`src/rtl/datapath_sequencer_if.sv`:
```
`default_nettype none
// ============================================================================
//  Module   : datapath_sequencer_if
//  Purpose  : Bundles the program-load, run-control and datapath-control
//             signals of the datapath micro-sequencer. The master side is
//             the software/datapath environment and the slave side is the
//             sequencer.
//  Revision : 1.0 - initial release
// ============================================================================
interface datapath_sequencer_if #(
  parameter int DEPTH = 16,
  parameter int PC_W  = $clog2(DEPTH)
);
  // Program load and run control
  logic            prog_wr_en;
  logic [PC_W-1:0] prog_wr_addr;
  logic [10:0]     prog_wr_data;
  logic [PC_W:0]   prog_len;
  logic            start;
  logic            abort;
  logic            overflow;

  // Status and datapath control
  logic            busy;
  logic            done;
  logic            ovf_stop;
  logic [PC_W-1:0] pc;
  logic [1:0]      reg_read_addr1;
  logic [1:0]      reg_read_addr2;
  logic [1:0]      reg_write_addr;
  logic            reg_write_enable;
  logic [2:0]      alu_control;

  modport master (
    output prog_wr_en, prog_wr_addr, prog_wr_data, prog_len, start, abort, overflow,
    input  busy, done, ovf_stop, pc, reg_read_addr1, reg_read_addr2,
           reg_write_addr, reg_write_enable, alu_control
  );

  modport slave (
    input  prog_wr_en, prog_wr_addr, prog_wr_data, prog_len, start, abort, overflow,
    output busy, done, ovf_stop, pc, reg_read_addr1, reg_read_addr2,
           reg_write_addr, reg_write_enable, alu_control
  );
endinterface
`default_nettype wire

```
`src/rtl/datapath_sequencer.sv`:
```
`default_nettype none
// ============================================================================
//  Module   : datapath_sequencer
//  Purpose  : Micro-sequencer that issues one micro-instruction per clock
//             from a small program memory onto the register-file/ALU
//             datapath control inputs, then pulses done.
//             Instruction word: {halt, we, alu[2:0], wa[1:0], ra1[1:0], ra2[1:0]}
//  Option   : DATAPATH_SEQ_STOP_ON_OVF_EN - when defined, an ALU overflow
//             ends the run (after its write) and sets ovf_stop.
//  Revision : 1.0 - initial release
// ============================================================================
module datapath_sequencer #(
  parameter int DEPTH = 16,
  parameter int PC_W  = $clog2(DEPTH)
) (
  input wire clk,
  input wire rst,
  datapath_sequencer_if.slave bus
);

  typedef enum logic [1:0] {
    S_IDLE = 2'd0,
    S_RUN  = 2'd1,
    S_DONE = 2'd2
  } state_t;

  localparam logic [PC_W:0] c_depth = (PC_W+1)'(DEPTH);
  localparam logic [PC_W:0] c_one   = (PC_W+1)'(1);

  state_t          r_state;
  logic [10:0]     r_mem [DEPTH];
  logic [10:0]     r_ins;        // instruction currently on the outputs (0 outside RUN)
  logic [PC_W:0]   r_len;        // effective run length, clamped to DEPTH
  logic [PC_W:0]   r_cnt;        // instructions issued so far; one wider so DEPTH fits
  logic [PC_W-1:0] r_pc;
  logic            r_busy;
  logic            r_done;
  logic            r_ovf_stop;

  logic [PC_W-1:0] w_fetch_addr;
  logic [10:0]     w_fetch;
  logic [PC_W:0]   w_len;
  logic            w_accept;
  logic            w_ovf_hit;
  logic            w_last;

  assign w_accept     = bus.start && !bus.abort;
  assign w_len        = (bus.prog_len > c_depth) ? c_depth : bus.prog_len;
  // In RUN the counter already points at the next instruction to issue
  assign w_fetch_addr = (r_state == S_RUN) ? r_cnt[PC_W-1:0] : '0;
  assign w_fetch      = r_mem[w_fetch_addr];

`ifdef DATAPATH_SEQ_STOP_ON_OVF_EN
  assign w_ovf_hit = bus.overflow;
`else
  logic unused_overflow;
  assign unused_overflow = bus.overflow;
  assign w_ovf_hit       = 1'b0;
`endif

  // The instruction on the outputs is the final one when the count is reached,
  // it carries halt, or the datapath flagged overflow on it
  assign w_last = (r_cnt == r_len) || r_ins[10] || w_ovf_hit;

  // Program memory: cleared to NOPs by reset, writable only while not running
  always_ff @(posedge clk or posedge rst) begin
    if (rst) begin
      for (int i = 0; i < DEPTH; i++) begin
        r_mem[i] <= '0;
      end
    end else if (bus.prog_wr_en && (r_state != S_RUN)) begin
      r_mem[bus.prog_wr_addr] <= bus.prog_wr_data;
    end
  end

  // Control FSM: sequences the run and registers every datapath-facing output
  always_ff @(posedge clk or posedge rst) begin
    if (rst) begin
      r_state    <= S_IDLE;
      r_ins      <= '0;
      r_len      <= '0;
      r_cnt      <= '0;
      r_pc       <= '0;
      r_busy     <= 1'b0;
      r_done     <= 1'b0;
      r_ovf_stop <= 1'b0;
    end else begin
      r_done <= 1'b0;
      case (r_state)
        S_IDLE: begin
          if (w_accept) begin
            r_len      <= w_len;
            r_ovf_stop <= 1'b0;
            if (w_len == '0) begin
              r_cnt   <= '0;
              r_state <= S_DONE;
              r_done  <= 1'b1;
            end else begin
              r_state <= S_RUN;
              r_ins   <= w_fetch;
              r_pc    <= '0;
              r_busy  <= 1'b1;
              r_cnt   <= c_one;
            end
          end
        end
        S_RUN: begin
          if (bus.abort) begin
            r_state <= S_IDLE;
            r_ins   <= '0;
            r_pc    <= '0;
            r_busy  <= 1'b0;
          end else if (w_last) begin
            r_state <= S_DONE;
            r_done  <= 1'b1;
            r_ins   <= '0;
            r_pc    <= '0;
            r_busy  <= 1'b0;
            if (w_ovf_hit) begin
              r_ovf_stop <= 1'b1;
            end
          end else begin
            r_ins <= w_fetch;
            r_pc  <= r_cnt[PC_W-1:0];
            r_cnt <= r_cnt + c_one;
          end
        end
        S_DONE: begin
          r_state <= S_IDLE;
        end
        default: begin
          r_state <= S_IDLE;
        end
      endcase
    end
  end

  assign bus.busy             = r_busy;
  assign bus.done             = r_done;
  assign bus.ovf_stop         = r_ovf_stop;
  assign bus.pc               = r_pc;
  assign bus.reg_write_enable = r_ins[9];
  assign bus.alu_control      = r_ins[8:6];
  assign bus.reg_write_addr   = r_ins[5:4];
  assign bus.reg_read_addr1   = r_ins[3:2];
  assign bus.reg_read_addr2   = r_ins[1:0];

endmodule
`default_nettype wire

```
`src/flat_wrapper.sv`:
```
// flat-port wrapper written by rule: the top's interface ports become plain ports
module datapath_sequencer_flat 
#(
  parameter int DEPTH = 16,
  parameter int PC_W  = $clog2(DEPTH)
)
  (clk, rst, bus_prog_wr_en, bus_prog_wr_addr, bus_prog_wr_data, bus_prog_len, bus_start, bus_abort, bus_overflow, bus_busy, bus_done, bus_ovf_stop, bus_pc, bus_reg_read_addr1, bus_reg_read_addr2, bus_reg_write_addr, bus_reg_write_enable, bus_alu_control);
  datapath_sequencer_if #(.DEPTH(DEPTH), .PC_W(PC_W)) bus_i ();
  input wire clk;
  input wire rst;
  input wire logic [$bits(bus_i.prog_wr_en)-1:0] bus_prog_wr_en;
  input wire logic [$bits(bus_i.prog_wr_addr)-1:0] bus_prog_wr_addr;
  input wire logic [$bits(bus_i.prog_wr_data)-1:0] bus_prog_wr_data;
  input wire logic [$bits(bus_i.prog_len)-1:0] bus_prog_len;
  input wire logic [$bits(bus_i.start)-1:0] bus_start;
  input wire logic [$bits(bus_i.abort)-1:0] bus_abort;
  input wire logic [$bits(bus_i.overflow)-1:0] bus_overflow;
  output wire logic [$bits(bus_i.busy)-1:0] bus_busy;
  output wire logic [$bits(bus_i.done)-1:0] bus_done;
  output wire logic [$bits(bus_i.ovf_stop)-1:0] bus_ovf_stop;
  output wire logic [$bits(bus_i.pc)-1:0] bus_pc;
  output wire logic [$bits(bus_i.reg_read_addr1)-1:0] bus_reg_read_addr1;
  output wire logic [$bits(bus_i.reg_read_addr2)-1:0] bus_reg_read_addr2;
  output wire logic [$bits(bus_i.reg_write_addr)-1:0] bus_reg_write_addr;
  output wire logic [$bits(bus_i.reg_write_enable)-1:0] bus_reg_write_enable;
  output wire logic [$bits(bus_i.alu_control)-1:0] bus_alu_control;
  assign bus_i.prog_wr_en = bus_prog_wr_en;
  assign bus_i.prog_wr_addr = bus_prog_wr_addr;
  assign bus_i.prog_wr_data = bus_prog_wr_data;
  assign bus_i.prog_len = bus_prog_len;
  assign bus_i.start = bus_start;
  assign bus_i.abort = bus_abort;
  assign bus_i.overflow = bus_overflow;
  assign bus_busy = bus_i.busy;
  assign bus_done = bus_i.done;
  assign bus_ovf_stop = bus_i.ovf_stop;
  assign bus_pc = bus_i.pc;
  assign bus_reg_read_addr1 = bus_i.reg_read_addr1;
  assign bus_reg_read_addr2 = bus_i.reg_read_addr2;
  assign bus_reg_write_addr = bus_i.reg_write_addr;
  assign bus_reg_write_enable = bus_i.reg_write_enable;
  assign bus_alu_control = bus_i.alu_control;
  datapath_sequencer #(.DEPTH(DEPTH), .PC_W(PC_W)) u_core (.clk(clk), .rst(rst), .bus(bus_i));
endmodule
```
`config.mk`:
```
export PLATFORM = sky130hd
export DESIGN_NAME = datapath_sequencer_flat
export DESIGN_NICKNAME = d
export VERILOG_FILES = /design/src/rtl/datapath_sequencer_if.sv /design/src/rtl/datapath_sequencer.sv /design/src/flat_wrapper.sv
export SDC_FILE = /design/constraint.sdc
export NUM_CORES = 1
export LEC_CHECK = 0
export ABC_AREA = 1
export ABC_CLOCK_PERIOD_IN_PS = 8900
export CORE_MARGIN = 2
export CORE_UTILIZATION = 61
export DETAILED_ROUTE_END_ITERATION = 10
export PLACE_DENSITY = 0.91
export SYNTH_ARGS = -nofsm -noshare
export SYNTH_HDL_FRONTEND = slang
export SYNTH_SLANG_ARGS = --single-unit
```
`constraint.sdc`:
```
create_clock -name clk -period 8.9 [get_ports clk]
set_input_delay 0.89 -clock clk [delete_from_list [all_inputs] [get_ports clk]]
set_output_delay 0.89 -clock clk [all_outputs]
set_load 0.1 [all_outputs]
```
==> impl_summary.log <==
INFO  metric status = finished, final reports clean
INFO  metric synth_seq_cells = 205
INFO  metric ctsResizeCount = 0
INFO  metric dominantRegCellSynth = dfrtp_1
INFO  metric numClockSinks = 205
INFO  metric p_seq_share = 41.8%
INFO  metric drive_above_1_share = 3.38%
INFO  metric detailroute.via_count = 8786
INFO  metric drtPass1Iterations = 5
INFO  metric remaining_drc_errors = 0
INFO  metric globalRoute.totalOverflow = 0
INFO  metric avgSynthCellArea = 7.51 sq um
INFO  metric achievable-frequency = 295 MHz
INFO  metric postCtsSetupRepairBufs = 0
INFO  metric fillCellCount = 1286
INFO  metric gp_routability_congestion = 0.828
INFO  metric clk-insertion-delay-late = 0.50 ns
INFO  metric syn_nets = 1372
INFO  metric sw_frac_of_total = 39.4%
INFO  metric fin_worst_skew = 0.00762 ns
INFO  metric synth_largest_area_cell = dfrtp_1
INFO  metric boundaryPins = 43
INFO  metric power.leakage = 0.00545 uW
INFO  metric required = 9.34 ns
INFO  metric initial_core_util = 61.5%
INFO  metric cp_slowest_stage_delay = 0.92 ns
INFO  metric worstSetupPathType = reg2reg
INFO  metric ys_top_cells_by_area = dfrtp_1, nand2_1, o21ai_0
INFO  metric core_box_area = 16400 sq um
INFO  metric fin_crit_sh = 38.0%
INFO  metric timing.critical_path.to_type = register
INFO  metric floorplan.die.height = 133 um
INFO  metric worst_path_most_repeated_cell = nand2_1
INFO  metric numPortBuffers = 40
INFO  metric comb_power_share = 34.4%
INFO  metric drtIter0Drc = 954
INFO  metric vdd.ir_drop.worst = 0.000245 V
INFO  metric pwr_dens = 309 nW/um^2
INFO  metric ys.warnings.count = 0
INFO  metric rows = 47
INFO  metric psw = 1330 uW
INFO  metric antenna-diode-count = 0
INFO  metric post_drt_wl_per_cell = 16.2 um
INFO  metric routed_via_density = 5.67
INFO  metric async_reset_ff_share = 100%
INFO  metric synthesis.area = 10100 sq um
INFO  metric tritoncts.num_buffers = 21
INFO  metric slew_headroom = 31.5%
INFO  metric critical_path.startpoint_type = register
INFO  metric htree_levels = 1
INFO  metric number_of_cells_produced_by_synthesis = 1345
INFO  metric netlist-cell-type-count = 30
INFO  metric drv_cap = 0
INFO  metric grt_setup_unrepaired = false
INFO  metric min_setup_slack_post_route = 5.52 ns
INFO  metric global_route.usage.total = 29.0%
INFO  metric dp.final_hpwl = 14400 um
INFO  metric die_x = 133 um
INFO  metric grt_start_max_net_pins = 124
INFO  metric power_internal = 2040 uW
INFO  metric max_slew.worst_pin.slew = 1.03 ns
INFO  metric global_route_wire_length_before_repair = 41200 um
INFO  metric die-area = 17600 sq um
INFO  metric first_global_vias = 8258
INFO  metric layout.nets = 1345
INFO  metric worst-path-max-fanout = 26
INFO  metric critical_path.cell_chain = inv_2 > nor2_4 > nand2_1 > clkinv_1 > nand3_1 > nand2_1 > nand2_1 > nand2_1
INFO  metric tns = 0 ns
INFO  metric synth_top_area_share = 50.8%
INFO  metric total_length_of_routed_wires = 25100 um
INFO  metric number_of_antenna_violations_at_the_first_check_in_global_routing = 0
INFO  metric dp_worst_setup_slack = 5.72 ns
INFO  metric tritoncts = built
INFO  metric worstPathArrival = 3.82 ns
INFO  metric holdBufCountCts = 0
INFO  metric part_of_the_total_power_dissipated_in_the_clock_network = 23.9%
INFO  metric synth_enable_flop_cells = 0
INFO  metric min_period = 3.38 ns
INFO  metric clock_tree.root_cell = clkbuf_16
INFO  metric cts.path.max_buffers = 3
INFO  metric yosysSeqAreaShare = 50.8%
INFO  metric path_clk_slew = 0.06 ns
INFO  metric final-hold-violation-count = 0
INFO  metric maxSlewViolCount = 0
INFO  metric detail-route-antenna-nets = 0
INFO  metric setup_viol = 0
INFO  metric timing.hold.worst.class = reg2reg
INFO  metric critical_path.slowest_cell = dfrtp_1
INFO  metric areaGrowthSynthToFinish = 8.17%
power by group through the flow:
stage / clock [uW] / combinational [uW] / sequential, uW
floorplan: 0 / 901 / 1420
global placement: 0 / 1090 / 1390
detailed placement: 0 / 1130 / 1410
CTS: 805 / 1150 / 1400
global route: 843 / 1290 / 1440
finish: 805 / 1160 / 1410
critical path, delay by kind of cell, from the launching register on:
family / cells / cell delay (ns)
AND/OR/NAND/NOR: 6 / 1.81
flip-flops: 1 / 0.92
buffers and inverters: 2 / 0.58
per-layer routing:
metal | GRT usage [%] | wire (um) | up-vias | share of wire [%]
li1 | - | - | 4135 | -
met1 | 40.5 | 10300 | 4116 | 41
met2 | 44.9 | 11700 | 456 | 47
met3 | 4.56 | 2120 | 79 | 8.5
met4 | 13.6 | 921 | 0 | 3.7
met5 | 0 | 0 | - | 0
state kept, by name, indices dropped and copies added (netlist names):
register,cells
u_core.r_cnt,5
u_core.r_ins,11
u_core.bus.busy,1
u_core.r_mem,176
u_core.r_state,2
u_core.bus.pc,4
u_core.bus.done,1
u_core.r_len,5
kinds of logic after synthesis:
kind of cell | after synthesis | synth area share [%]
flops | 205 | 50.8
compound gates | 200 | 9.98
other cells | 1 | 0.0371
xor+xnor | 4 | 0.347
fa+ha+maj | 1 | 0.124
buf+inv | 253 | 10.8
simple gates | 681 | 27.9
cell usage after synthesis, types with 2 or more instances:
cell type	n
nor2_4	3
nand3_2	2
inv_1	153
buf_1	3
o22ai_1	2
o21ai_1	16
buf_2	42
nand4_1	11
inv_2	5
dfrtp_1	205
xor2_1	2
clkbuf_2	8
nor2_1	116
clkbuf_1	22
nand3_1	138
xnor2_1	2
buf_4	18
a21oi_1	2
nand2_1	406
o21ai_0	179
final cells by class:
type / instances / area [sq um] / share of cell area (%)
Multi-Input combinational cell: 887 / 3880 / 35.5
Timing Repair Buffer: 44 / 430 / 3.94
Inverter: 159 / 604 / 5.53
Clock buffer: 33 / 591 / 5.41
Clock inverter: 2 / 10.0 / 0.0916
Sequential cell: 205 / 5130 / 47.0
Tap cell: 220 / 275 / 2.52
cell usage in the layout, fill, tap and decap left out:
cell type | netlist | routed
o21ai_1 | 16 | 16
inv_8 | 0 | 1
clkbuf_16 | 0 | 21
clkinv_2 | 0 | 2
nand2_4 | 1 | 1
clkbuf_1 | 22 | 10
clkbuf_8 | 0 | 2
nand4_1 | 11 | 11
nor2_1 | 116 | 116
inv_2 | 5 | 5
inv_1 | 153 | 152
a22o_1 | 1 | 1
clkdlybuf4s50_1 | 0 | 40
nand3_2 | 2 | 2
nand2_1 | 406 | 406
nor2_4 | 3 | 3
nand2_2 | 1 | 1
o22ai_1 | 2 | 2
nor2_2 | 1 | 1
nor3_1 | 1 | 1
ha_1 | 1 | 1
buf_4 | 18 | 4
clkinv_1 | 1 | 1
a21oi_1 | 2 | 2
dfrtp_1 | 205 | 204
nor2_8 | 1 | 1
xnor2_1 | 2 | 2
o21ai_0 | 179 | 179
nand3_1 | 138 | 138
dfrtp_2 | 0 | 1
xor2_1 | 2 | 2
conb_1 | 1 | 1
metrics by stage:
step | area (sq um) | utilization (%) | hold WS, ns | std cells | total power [uW]
final | 10900 | 66.6 | 0.479 | 1550 | 3370
after detailed placement | 10300 | 62.9 | 0.468 | 1515 | 2540
after floorplan | 10100 | - | 0.448 | 1345 | 2320
after global routing | 10900 | 66.6 | 0.496 | 1550 | 3570
after global placement | 10300 | 62.9 | 0.459 | 1515 | 2490
after CTS | 10900 | 66.6 | 0.483 | 1550 | 3350
path summary, 6_finish.rpt:
check                                                 to  cells after the start  slack [ns]                           from
max reg2reg                  u_core.r_ins[8]$_DFFE_PP0P_                      8        5.52  u_core.r_state[0]$_DFFE_PP0P_
min reg2reg                 u_core.r_mem[10]$_DFFE_PP0P_                      2        0.48   u_core.r_mem[10]$_DFFE_PP0P_
max in group asynchronous  u_core.r_mem[154]$_DFFE_PP0P_                      3        6.37                            rst
min                         u_core.r_mem[10]$_DFFE_PP0P_                      2        0.48   u_core.r_mem[10]$_DFFE_PP0P_
max                          u_core.r_ins[8]$_DFFE_PP0P_                      8        5.52  u_core.r_state[0]$_DFFE_PP0P_
min in group asynchronous   u_core.r_mem[40]$_DFFE_PP0P_                      2        0.97                            rst
(Power assumes the default switching activity.)
